===== src/rtl/ob_lm_table.sv =====
// Price-sorted limit-order table for one book side; slot 0 holds the best order.
// Define OB_LM_TABLE_STATS_EN to add occupancy, high-water-mark and insert-reject counters.
module ob_lm_table #(
    parameter int unsigned N       = 16,
    parameter int unsigned LANES   = 4,
    parameter bit          IS_BID  = 1'b1,
    parameter int unsigned UID_W   = 8,
    parameter int unsigned PRICE_W = 16,
    parameter int unsigned QTY_W   = 16,
    parameter int unsigned ACC_W   = 20
) (
    input  logic                           clk,
    input  logic                           rst_n,
    input  logic                           ins_vld,
    input  logic [UID_W+PRICE_W+QTY_W-1:0] ins_tbl,
    output logic                           ins_rdy,
    input  logic                           head_pop,
    input  logic                           head_upt,
    input  logic [UID_W+PRICE_W+QTY_W-1:0] head_upt_tbl,
    output logic                           head_vld_r,
    output logic [UID_W+PRICE_W+QTY_W-1:0] head_r,
    input  logic                           cancel,
    input  logic [UID_W-1:0]               cancel_uid,
    output logic                           cancel_hit_w,
    output logic [UID_W+PRICE_W+QTY_W-1:0] cancel_hit_tbl_w,
    output logic                           full_r,
    output logic                           empty_r,
    input  logic                           qry_vld,
    input  logic [PRICE_W-1:0]             qry_price,
    output logic                           qry_rdy,
    output logic                           qry_rsp_vld_r,
    output logic [ACC_W-1:0]               qry_rsp_qty_r,
    output logic                           qry_rsp_stale_r
`ifdef OB_LM_TABLE_STATS_EN
    ,
    output logic [$clog2(N+1)-1:0]         occ_r,
    output logic [$clog2(N+1)-1:0]         hwm_r,
    output logic [15:0]                    ins_rej_cnt_r
`endif
);

    localparam int unsigned TBL_W = UID_W + PRICE_W + QTY_W;
    localparam int unsigned NCH   = N / LANES;
    localparam int unsigned IDX_W = (NCH > 1) ? $clog2(NCH) : 1;
    localparam int unsigned SUM_W = ACC_W + QTY_W + $clog2(LANES) + 1;
    localparam int unsigned CNT_W = $clog2(N + 1);

    function automatic logic [PRICE_W-1:0] price_of(input logic [TBL_W-1:0] t);
        return t[QTY_W +: PRICE_W];
    endfunction

    function automatic logic [UID_W-1:0] uid_of(input logic [TBL_W-1:0] t);
        return t[QTY_W+PRICE_W +: UID_W];
    endfunction

    function automatic logic [QTY_W-1:0] qty_of(input logic [TBL_W-1:0] t);
        return t[QTY_W-1:0];
    endfunction

    // a is at-or-better than b for this book side
    function automatic logic better_eq(input logic [PRICE_W-1:0] a, input logic [PRICE_W-1:0] b);
        return IS_BID ? (a >= b) : (a <= b);
    endfunction

    logic [N-1:0]       r_vld;
    logic [N-1:0]       w_vld_d;
    logic [TBL_W-1:0]   r_tbl [N];
    logic [TBL_W-1:0]   w_tbl_d [N];
    logic [N-1:0]       w_ge;
    logic [N-1:0]       w_match;
    logic [N-1:0]       w_cut;
    logic [TBL_W-1:0]   w_hit_tbl;
    logic               w_pop_do;
    logic               w_upt_do;
    logic               w_ins_do;
    logic               w_struct;

    logic               r_busy;
    logic [IDX_W-1:0]   r_idx;
    logic [PRICE_W-1:0] r_price;
    logic [ACC_W-1:0]   r_acc;
    logic               r_stale;
    logic               w_scan;
    logic [IDX_W-1:0]   w_chunk;
    logic [PRICE_W-1:0] w_thr;
    logic [SUM_W-1:0]   w_part;
    logic [SUM_W-1:0]   w_total;
    logic [ACC_W-1:0]   w_acc_sat;
    logic               w_stale_d;

    // w_cut[k] marks slots at or below the lowest-index UID match
    always_comb begin
        logic v_seen;
        v_seen    = 1'b0;
        w_ge      = '0;
        w_match   = '0;
        w_cut     = '0;
        w_hit_tbl = '0;
        for (int k = 0; k < N; k++) begin
            w_ge[k]    = r_vld[k] & better_eq(price_of(r_tbl[k]), price_of(ins_tbl));
            w_match[k] = r_vld[k] & (uid_of(r_tbl[k]) == cancel_uid);
            if (w_match[k] && !v_seen) begin
                w_hit_tbl = r_tbl[k];
            end
            v_seen   = v_seen | w_match[k];
            w_cut[k] = v_seen;
        end
    end

    assign cancel_hit_w     = cancel & ~head_pop & (|w_match);
    assign cancel_hit_tbl_w = cancel_hit_w ? w_hit_tbl : '0;
    assign ins_rdy          = ~full_r & ~head_pop & ~cancel_hit_w & ~head_upt;
    assign w_pop_do         = head_pop & r_vld[0];
    assign w_upt_do         = head_upt & ~head_pop & ~cancel_hit_w & r_vld[0];
    assign w_ins_do         = ins_vld & ins_rdy;
    assign w_struct         = w_pop_do | cancel_hit_w | w_upt_do | w_ins_do;

    always_comb begin
        w_vld_d = r_vld;
        w_tbl_d = r_tbl;
        if (head_pop) begin
            for (int k = 0; k < N - 1; k++) begin
                w_vld_d[k] = r_vld[k+1];
                w_tbl_d[k] = r_tbl[k+1];
            end
            w_vld_d[N-1] = 1'b0;
        end else if (cancel_hit_w) begin
            for (int k = 0; k < N - 1; k++) begin
                if (w_cut[k]) begin
                    w_vld_d[k] = r_vld[k+1];
                    w_tbl_d[k] = r_tbl[k+1];
                end
            end
            if (w_cut[N-1]) begin
                w_vld_d[N-1] = 1'b0;
            end
        end else if (w_upt_do) begin
            w_tbl_d[0] = head_upt_tbl;
        end else if (w_ins_do) begin
            // w_ge is a prefix mask, so its first zero is the insert slot
            if (!w_ge[0]) begin
                w_vld_d[0] = 1'b1;
                w_tbl_d[0] = ins_tbl;
            end
            for (int k = 1; k < N; k++) begin
                if (!w_ge[k]) begin
                    if (w_ge[k-1]) begin
                        w_vld_d[k] = 1'b1;
                        w_tbl_d[k] = ins_tbl;
                    end else begin
                        w_vld_d[k] = r_vld[k-1];
                        w_tbl_d[k] = r_tbl[k-1];
                    end
                end
            end
        end
    end

    always_ff @(posedge clk or negedge rst_n) begin
        if (!rst_n) begin
            r_vld <= '0;
        end else begin
            r_vld <= w_vld_d;
        end
    end

    always_ff @(posedge clk) begin
        r_tbl <= w_tbl_d;
    end

    assign head_vld_r = r_vld[0];
    assign head_r     = r_tbl[0];
    assign full_r     = r_vld[N-1];
    assign empty_r    = ~r_vld[0];

    // The accept cycle scans chunk 0 against the unlatched threshold
    assign qry_rdy   = ~r_busy;
    assign w_scan    = r_busy | qry_vld;
    assign w_chunk   = r_busy ? r_idx : '0;
    assign w_thr     = r_busy ? r_price : qry_price;
    assign w_stale_d = (r_busy & r_stale) | w_struct;

    always_comb begin
        w_part = '0;
        for (int k = 0; k < N; k++) begin
            if ((k / LANES) == int'(w_chunk) && r_vld[k] && better_eq(price_of(r_tbl[k]), w_thr)) begin
                w_part = w_part + SUM_W'(qty_of(r_tbl[k]));
            end
        end
        w_total   = (r_busy ? SUM_W'(r_acc) : '0) + w_part;
        w_acc_sat = (w_total > SUM_W'({ACC_W{1'b1}})) ? {ACC_W{1'b1}} : w_total[ACC_W-1:0];
    end

    always_ff @(posedge clk or negedge rst_n) begin
        if (!rst_n) begin
            r_busy          <= 1'b0;
            r_idx           <= '0;
            r_price         <= '0;
            r_acc           <= '0;
            r_stale         <= 1'b0;
            qry_rsp_vld_r   <= 1'b0;
            qry_rsp_qty_r   <= '0;
            qry_rsp_stale_r <= 1'b0;
        end else begin
            qry_rsp_vld_r <= 1'b0;
            if (w_scan) begin
                if (!r_busy) begin
                    r_price <= qry_price;
                end
                if (w_chunk == IDX_W'(NCH - 1)) begin
                    r_busy          <= 1'b0;
                    qry_rsp_vld_r   <= 1'b1;
                    qry_rsp_qty_r   <= w_acc_sat;
                    qry_rsp_stale_r <= w_stale_d;
                end else begin
                    r_busy  <= 1'b1;
                    r_idx   <= w_chunk + IDX_W'(1);
                    r_acc   <= w_acc_sat;
                    r_stale <= w_stale_d;
                end
            end
        end
    end

`ifdef OB_LM_TABLE_STATS_EN
    logic [CNT_W-1:0] w_occ_d;

    assign w_occ_d = CNT_W'($countones(w_vld_d));

    always_ff @(posedge clk or negedge rst_n) begin
        if (!rst_n) begin
            occ_r         <= '0;
            hwm_r         <= '0;
            ins_rej_cnt_r <= '0;
        end else begin
            occ_r <= w_occ_d;
            if (w_occ_d > hwm_r) begin
                hwm_r <= w_occ_d;
            end
            if (ins_vld && !ins_rdy && ins_rej_cnt_r != 16'hffff) begin
                ins_rej_cnt_r <= ins_rej_cnt_r + 16'd1;
            end
        end
    end
`endif

endmodule


===== config.mk =====
export PLATFORM = sky130hd
export DESIGN_NAME = ob_lm_table
export DESIGN_NICKNAME = d
export VERILOG_FILES = /design/src/rtl/ob_lm_table.sv
export SDC_FILE = /design/constraint.sdc
export NUM_CORES = 2
export LEC_CHECK = 0
export BUFFER_PORTS_ARGS = -buffer_cell sky130_fd_sc_hd__buf_2
export CAP_MARGIN = 20
export CORE_AREA = 3 3 349 351
export CTS_CLUSTER_SIZE = 24
export DETAILED_ROUTE_END_ITERATION = 8
export DIE_AREA = 0 0 352 354
export PLACE_DENSITY = 0.76
export SYNTH_ARGS = -nofsm -noshare
export SYNTH_HDL_FRONTEND = slang
export SYNTH_SLANG_ARGS = --single-unit

===== constraint.sdc =====
create_clock -name clk -period 20 [get_ports clk]
set_input_delay 2 -clock clk [delete_from_list [all_inputs] [get_ports clk]]
set_output_delay 2 -clock clk [all_outputs]
set_load 0.02 [all_outputs]

# Yosys cells after proc, flatten, opt, wreduce, memory -nomap -nowiden
# Cells that the tools add are included.
[word_totals]
ramBits = 0
rom_bits = 0
ff_bits = 718
latchBits = 0
memories = 0
[classes]
bitwise = 72
div = 0
n_addsub = 17
multipliers = 0
eq_ne = 54
shifts = 0
order_cmp = 33
reduce_logical = 86
muxes = 142
[op_table]
columns = ["op", "count"]
rows = [
  ["two-way mux 40 bit", 64],
  ["two-way mux 600 bit", 3],
  ["two-way mux 640 bit", 1],
  ["adder 39 x 16 -> 39 bit", 15],
  ["two-way mux 39 bit", 15],
  [">= comparator 16 bit", 32],
  ["equality test 8 bit", 16],
  ["two-way mux 16 bit", 6],
  ["AND reduction 4 bit", 16],
  ["inequality test 3 bit, second input constant", 17],
  ["two-way mux 1 bit", 50],
  ["inequality test 3 x 2 -> 1 bit, second input constant", 16],
  ["logical AND 1 bit", 47],
  ["bitwise AND 1 bit", 43],
  ["two-way mux 20 bit", 2],
  ["adder 20 x 39 -> 39 bit", 1],
  ["> comparator 39 x 20 -> 1 bit, second input constant", 1],
  ["bitwise OR 1 bit", 20],
  ["OR reduction 16 bit", 1],
  ["zero test 1 bit", 15],
  ["inverter 1 bit", 9],
  ["AND reduction 5 bit", 1],
  ["equality test 2 bit, first input constant", 2],
  ["inequality test 4 x 3 -> 1 bit, second input constant", 1],
  ["other kinds (9)", 10],
]

# Logic depth before layout (Yosys ltp)
[depth]
word_depth = 38
depth_mapped = 115
depth_no_buf = 110

# Worst setup path before layout
# Ideal clock, no wire load.
[synth_timing]
kind = "input-to-reg"
start = "input qry_price[14]"
end = "register qry_rsp_qty_r[0]"
arrival_time_ps = 21413
n_path_buf = 2
stages = 104
path_slack_ps = -1501
path_cell_list = "mux2i_1 > ha_1 > nand4_1 > nor3_1 > or4b_1 > a31oi_1 > clkbuf_1 > and2_1 > ha_1 > a21o_1 > a21oi_1 > o21bai_1 > maj3_1 > and3_1 > a221oi_1 > o21ai_0 > a21oi_1 > xnor2_1 > [... 68 more ...] > xor2_1 > mux2_2 > ha_1 > xnor2_1 > nand2_1 > o21a_1 > ha_1 > a21boi_0 > o21ai_0 > a21boi_0 > o21ai_0 > nand2_1 > a21o_1 > nand2_1 > nor2b_1 > mux2_2 > buf_2 > a41oi_1"
[synth_via]
elab_chain_len = 37
[synth_lines]
columns = ["element", "line_no", "source"]
rows = [
  ["start: declaration", "29", "input logic [PRICE_W-1:0] qry_price,"],
  ["two-way mux 16 bit (*)", "n/a", ""],
  [">= comparator 16 bit", "62", "return IS_BID ? (a >= b) : (a <= b);"],
  ["logical AND 1 bit", "186", "if ((k / LANES) == int'(w_chunk) && r_vld[k] && better_eq(price_of(r_tbl[k]), w_thr)) begin"],
  ["two-way mux 16 bit", "186", ""],
  ["adder 39 x 16 -> 39 bit", "187", "w_part = w_part + SUM_W'(qty_of(r_tbl[k]));"],
  ["two-way mux 39 bit", "186", ""],
  ["adder 39 x 16 -> 39 bit", "187", ""],
  ["two-way mux 39 bit", "186", ""],
  ["[... 21 more ...]", "n/a", ""],
  ["two-way mux 39 bit", "186", ""],
  ["adder 39 x 16 -> 39 bit", "187", ""],
  ["two-way mux 39 bit", "186", ""],
  ["adder 39 x 16 -> 39 bit", "187", ""],
  ["two-way mux 39 bit (*)", "186", ""],
  ["adder 20 x 39 -> 39 bit (*)", "190", "w_total = (r_busy ? SUM_W'(r_acc) : '0) + w_part;"],
  ["> comparator 39 x 20 -> 1 bit", "191", "w_acc_sat = (w_total > SUM_W'({ACC_W{1'b1}})) ? {ACC_W{1'b1}} : w_total[ACC_W-1:0];"],
  ["two-way mux 20 bit (*)", "191", ""],
  ["end signal: assignment", "213", "qry_rsp_qty_r <= w_acc_sat;"],
  ["end: declaration", "32", "output logic [ACC_W-1:0] qry_rsp_qty_r,"],
]
# Every way passes the cells marked *; elsewhere a longest branch is shown, timed or not.
# A chain may end at the register's enable or synchronous reset.

# Worst setup path in the final report
[layout_timing]
start = "input qry_price[12]"
end = "register qry_rsp_qty_r[1]"
# Same word-level chain as after synthesis.

==> flow_summary.json <==
{
  "status": "finished, violations left",
  "violations": "negative setup slack",
  "yosys.cell_types.count": 90,
  "switchingPower_mw": 4.989,
  "stdcell_count": 9867,
  "die_x_um": 352,
  "synth_edf_count": 640,
  "portBuffers": 218,
  "initial_core_util_pct": 56.54,
  "async_reset_ff_share_pct": 10.86,
  "hpwlAfterDp_um": 175500,
  "wl_per_cell_um": 24.07,
  "crit_type": "in2reg",
  "pre_cts_ws_ps": -1598,
  "power_density_nw_per_um2": 146.7,
  "hold_class": "reg2reg",
  "grt_overflow": 0,
  "htreeDepth": 3,
  "period_share_pct": 102.3,
  "path_common_cell": "buf_4",
  "drive_above_1_share_pct": 21.47,
  "ff2ff_setup_slack_ps": 170,
  "core_um2": 119300,
  "finalWeightedCongestion": 0.9512,
  "hold_viol": 0,
  "fin_nets": 9074,
  "die_h_um": 354,
  "pin_count": 219,
  "worst_slew_pin_slew_ps": 1187,
  "critPathMaxStageDelay_ps": 400,
  "critPathCaptureType": "flip-flop",
  "period_minus_slack_ps": 20470,
  "cts_root_buf": "clkbuf_16",
  "power_switching_share_pct": 42.09,
  "p_comb_share_pct": 66.5,
  "clkLatencyLatePin_ps": 710,
  "ys.flop_type": "edfxtp_1",
  "rsz0062_at_grt": "true",
  "route.detailed.drc": 0,
  "fillCellCount": 9336,
  "antenna_found_initial": 9,
  "max-cap-violations": 0,
  "cts_tree": "yes",
  "rows": 127,
  "ys_ff_latch": 718,
  "vias": 63750,
  "ant_nets": 0,
  "critPathLaunchType": "primary input",
  "cp_max_fo": 8,
  "slew_violations": 0,
  "fin_ws_ps": -467.4,
  "yosysSeqAreaShare_pct": 31.38,
  "seqPwrFrac_pct": 19.9,
  "drt_iter0_drc": 5996,
  "leakage_nw": 36.07,
  "cts_hold_buf": 0,
  "grt_pass1_wl_um": 361700,
  "r2r_start": "head_r[23]",
  "die-area_um2": 124600,
  "r2r-end": "qry_rsp_qty_r[1]",
  "grt_max_degree": 104,
  "synth_nets": 8378,
  "wirelength_um": 237500,
  "grt_usage_pct": 36.40,
  "clkTransAtPathRegs_ps": 60,
  "p_int_mw": 6.866,
  "cts_buffer_depth": 3,
  "setup-violations-final": 40,
  "max_slew_margin_pct": 20.33,
  "finish.utilization_pct": 67.71,
  "crit_path_top_delay_cell": "or3_4",
  "cp-endpoint": "qry_rsp_qty_r[1]",
  "cp-startpoint": "qry_price[12]",
  "holdWs_ps": 479.7,
  "syn_inst": 7481,
  "viasPerCell": 6.461,
  "cts_buffers": 85,
  "dp_cells": 9570,
  "timing.fmax_mhz": 48.86,
  "firstDrtPassIters": 5,
  "cts_sinks": 718,
  "worstPathArrival_ps": 21090,
  "peakVddDrop_uv": 111.5,
  "critical_path_required_ps": 20620,
  "grt_pass1_vias": 64090,
  "synth_area_um2": 67470,
  "clockPowerShare_pct": 13.6,
  "syn_avg_cell_area_um2": 9.019,
  "area_delta_synth_final_pct": 19.75,
  "rr_worst_depth": 109,
  "yosys_warnings": 0,
  "skew_ps": 41.42
}
-- cell type report --
| class | count | area [um^2] | share of cell area, % |
|---|---|---|---|
| clock inverter | 39 | 364.1 | 0.4506 |
| sequential | 718 | 21170 | 26.20 |
| inverter | 223 | 837.1 | 1.036 |
| multi-input combinational | 6073 | 46240 | 57.23 |
| tap | 1612 | 2017 | 2.496 |
| antenna | 7 | 17.52 | 0.02168 |
| timing repair buffer | 1076 | 7779 | 9.627 |
| clock buffer | 119 | 2377 | 2.942 |
-- state kept, by name, summed over array words and instances (netlist names) --
signal and cells:
r_tbl 600, r_acc 20, r_price 16, qry_rsp_vld_r 1
r_stale 1, head_r 40, qry_rsp_qty_r 20, qry_rsp_stale_r 1
r_vld 16, r_idx 2, r_busy 1
-- cell usage after synthesis, drive strengths merged, types with 8 or more instances --
master	number	share of area [%]
a2111oi	10	0.13
nand4	42	0.39
a22oi	72	0.81
mux2	177	3.0
mux2i	604	9.0
o22ai	60	0.56
nand2b	117	1.1
o21ai	888	6.6
a211o	8	0.10
and2	54	0.50
dfrtp	78	2.9
or2	23	0.21
o21a	69	0.77
o31a	12	0.16
inv	223	1.2
nor4	28	0.26
a211oi	26	0.29
a21o	234	2.6
a21boi	31	0.34
a31oi	116	1.1
a221o	104	1.5
and3	37	0.34
or3	24	0.22
clkbuf	410	2.3
o211ai	25	0.28
xnor2	220	2.9
buf	57	0.57
o31ai	27	0.30
nor2b	90	0.83
edfxtp	640	28
a41oi	9	0.12
fa	16	0.47
nor3	70	0.54
o21bai	15	0.17
nand2	921	5.1
nand3	104	0.77
xor2	111	1.4
nor2	380	2.1
a221oi	37	0.48
a21oi	429	3.2
ha	770	14
-- worst max-delay path, delay by kind of cell --
family	cells	cell delay [ps]
AO/OA/AOI/OAI	33	5310
XOR/XNOR	9	1220
adder cells (fa/ha/maj)	16	4340
buffers and inverters	21	2870
multiplexers	7	1720
AND/OR/NAND/NOR	26	3610
-- cells by family after synthesis --
logic type | count (synthesis) | share of synthesized area, %
xor gates and xnor gates | 335 | 4.504
AOI/OAI and AO/OA | 2248 | 20.56
and+or+nand+nor | 1920 | 12.76
adders and majority gates | 789 | 14.80
muxes | 781 | 11.91
DFF | 718 | 31.38
buffers and inverters | 690 | 4.091
-- worst min path at each step --
stage                     from              end  slack [ps]  cells past startpoint
2_1_floorplan          r_stale          r_stale         450                      2
3_3_place_gp          r_idx[1]         r_idx[1]         460                      2
3_5_place_dp           r_stale          r_stale         470                      2
4_1_cts                r_stale          r_stale         490                      2
5_1_grt               r_idx[0]         r_idx[0]         520                      1
6_report       qry_rsp_stale_r  qry_rsp_stale_r         480                      2
-- layer usage --
| layer | track usage [%] | wire length [um] |
|---|---|---|
| met4 | 28.44 | 20390 |
| met5 | 0 | 0 |
| met2 | 61.29 | 113800 |
| met3 | 3.951 | 14130 |
| met1 | 42.52 | 89120 |
-- power by group through the flow --
stage                     combinational (mW)  clock (mW)  sequential (mW)
after global routing                    8.61        1.67             2.38
after CTS                               7.37        1.61             2.34
final                                   7.89        1.61             2.36
after floorplan                         4.34           0             2.25
after global placement                  6.56           0             2.36
after detailed placement                6.85           0             2.36
-- layout by cell type (no fill, tap or decap), drive strengths merged, types with 111 or more instances in the layout --
cell    instances
a31oi         116
clkbuf        122
mux2          177
mux2i         604
o21ai         888
ha            770
nand2         921
a21o          234
inv           226
nand2b        117
xor2          111
a21oi         429
buf          1073
nor2          380
xnor2         220
edfxtp        640
-- timing repair --
item,4_1_cts,5_1_grt
cloned,1,2
gates resized for setup,213,147
setup buffers,91,34
endpoints found under the setup margin,40,40
pin swaps,94,107
-- per-stage QoR --
step,total power [mW],TNS [ps],area [um^2]
after floorplan,6.590,0,68060
after global placement,8.912,-32500,75110
after detailed placement,9.209,-61700,75110
after CTS,11.32,-13.80,79610
after global routing,12.67,-49540,80790
final,11.85,-16370,80800
(Power assumes the default switching activity.)
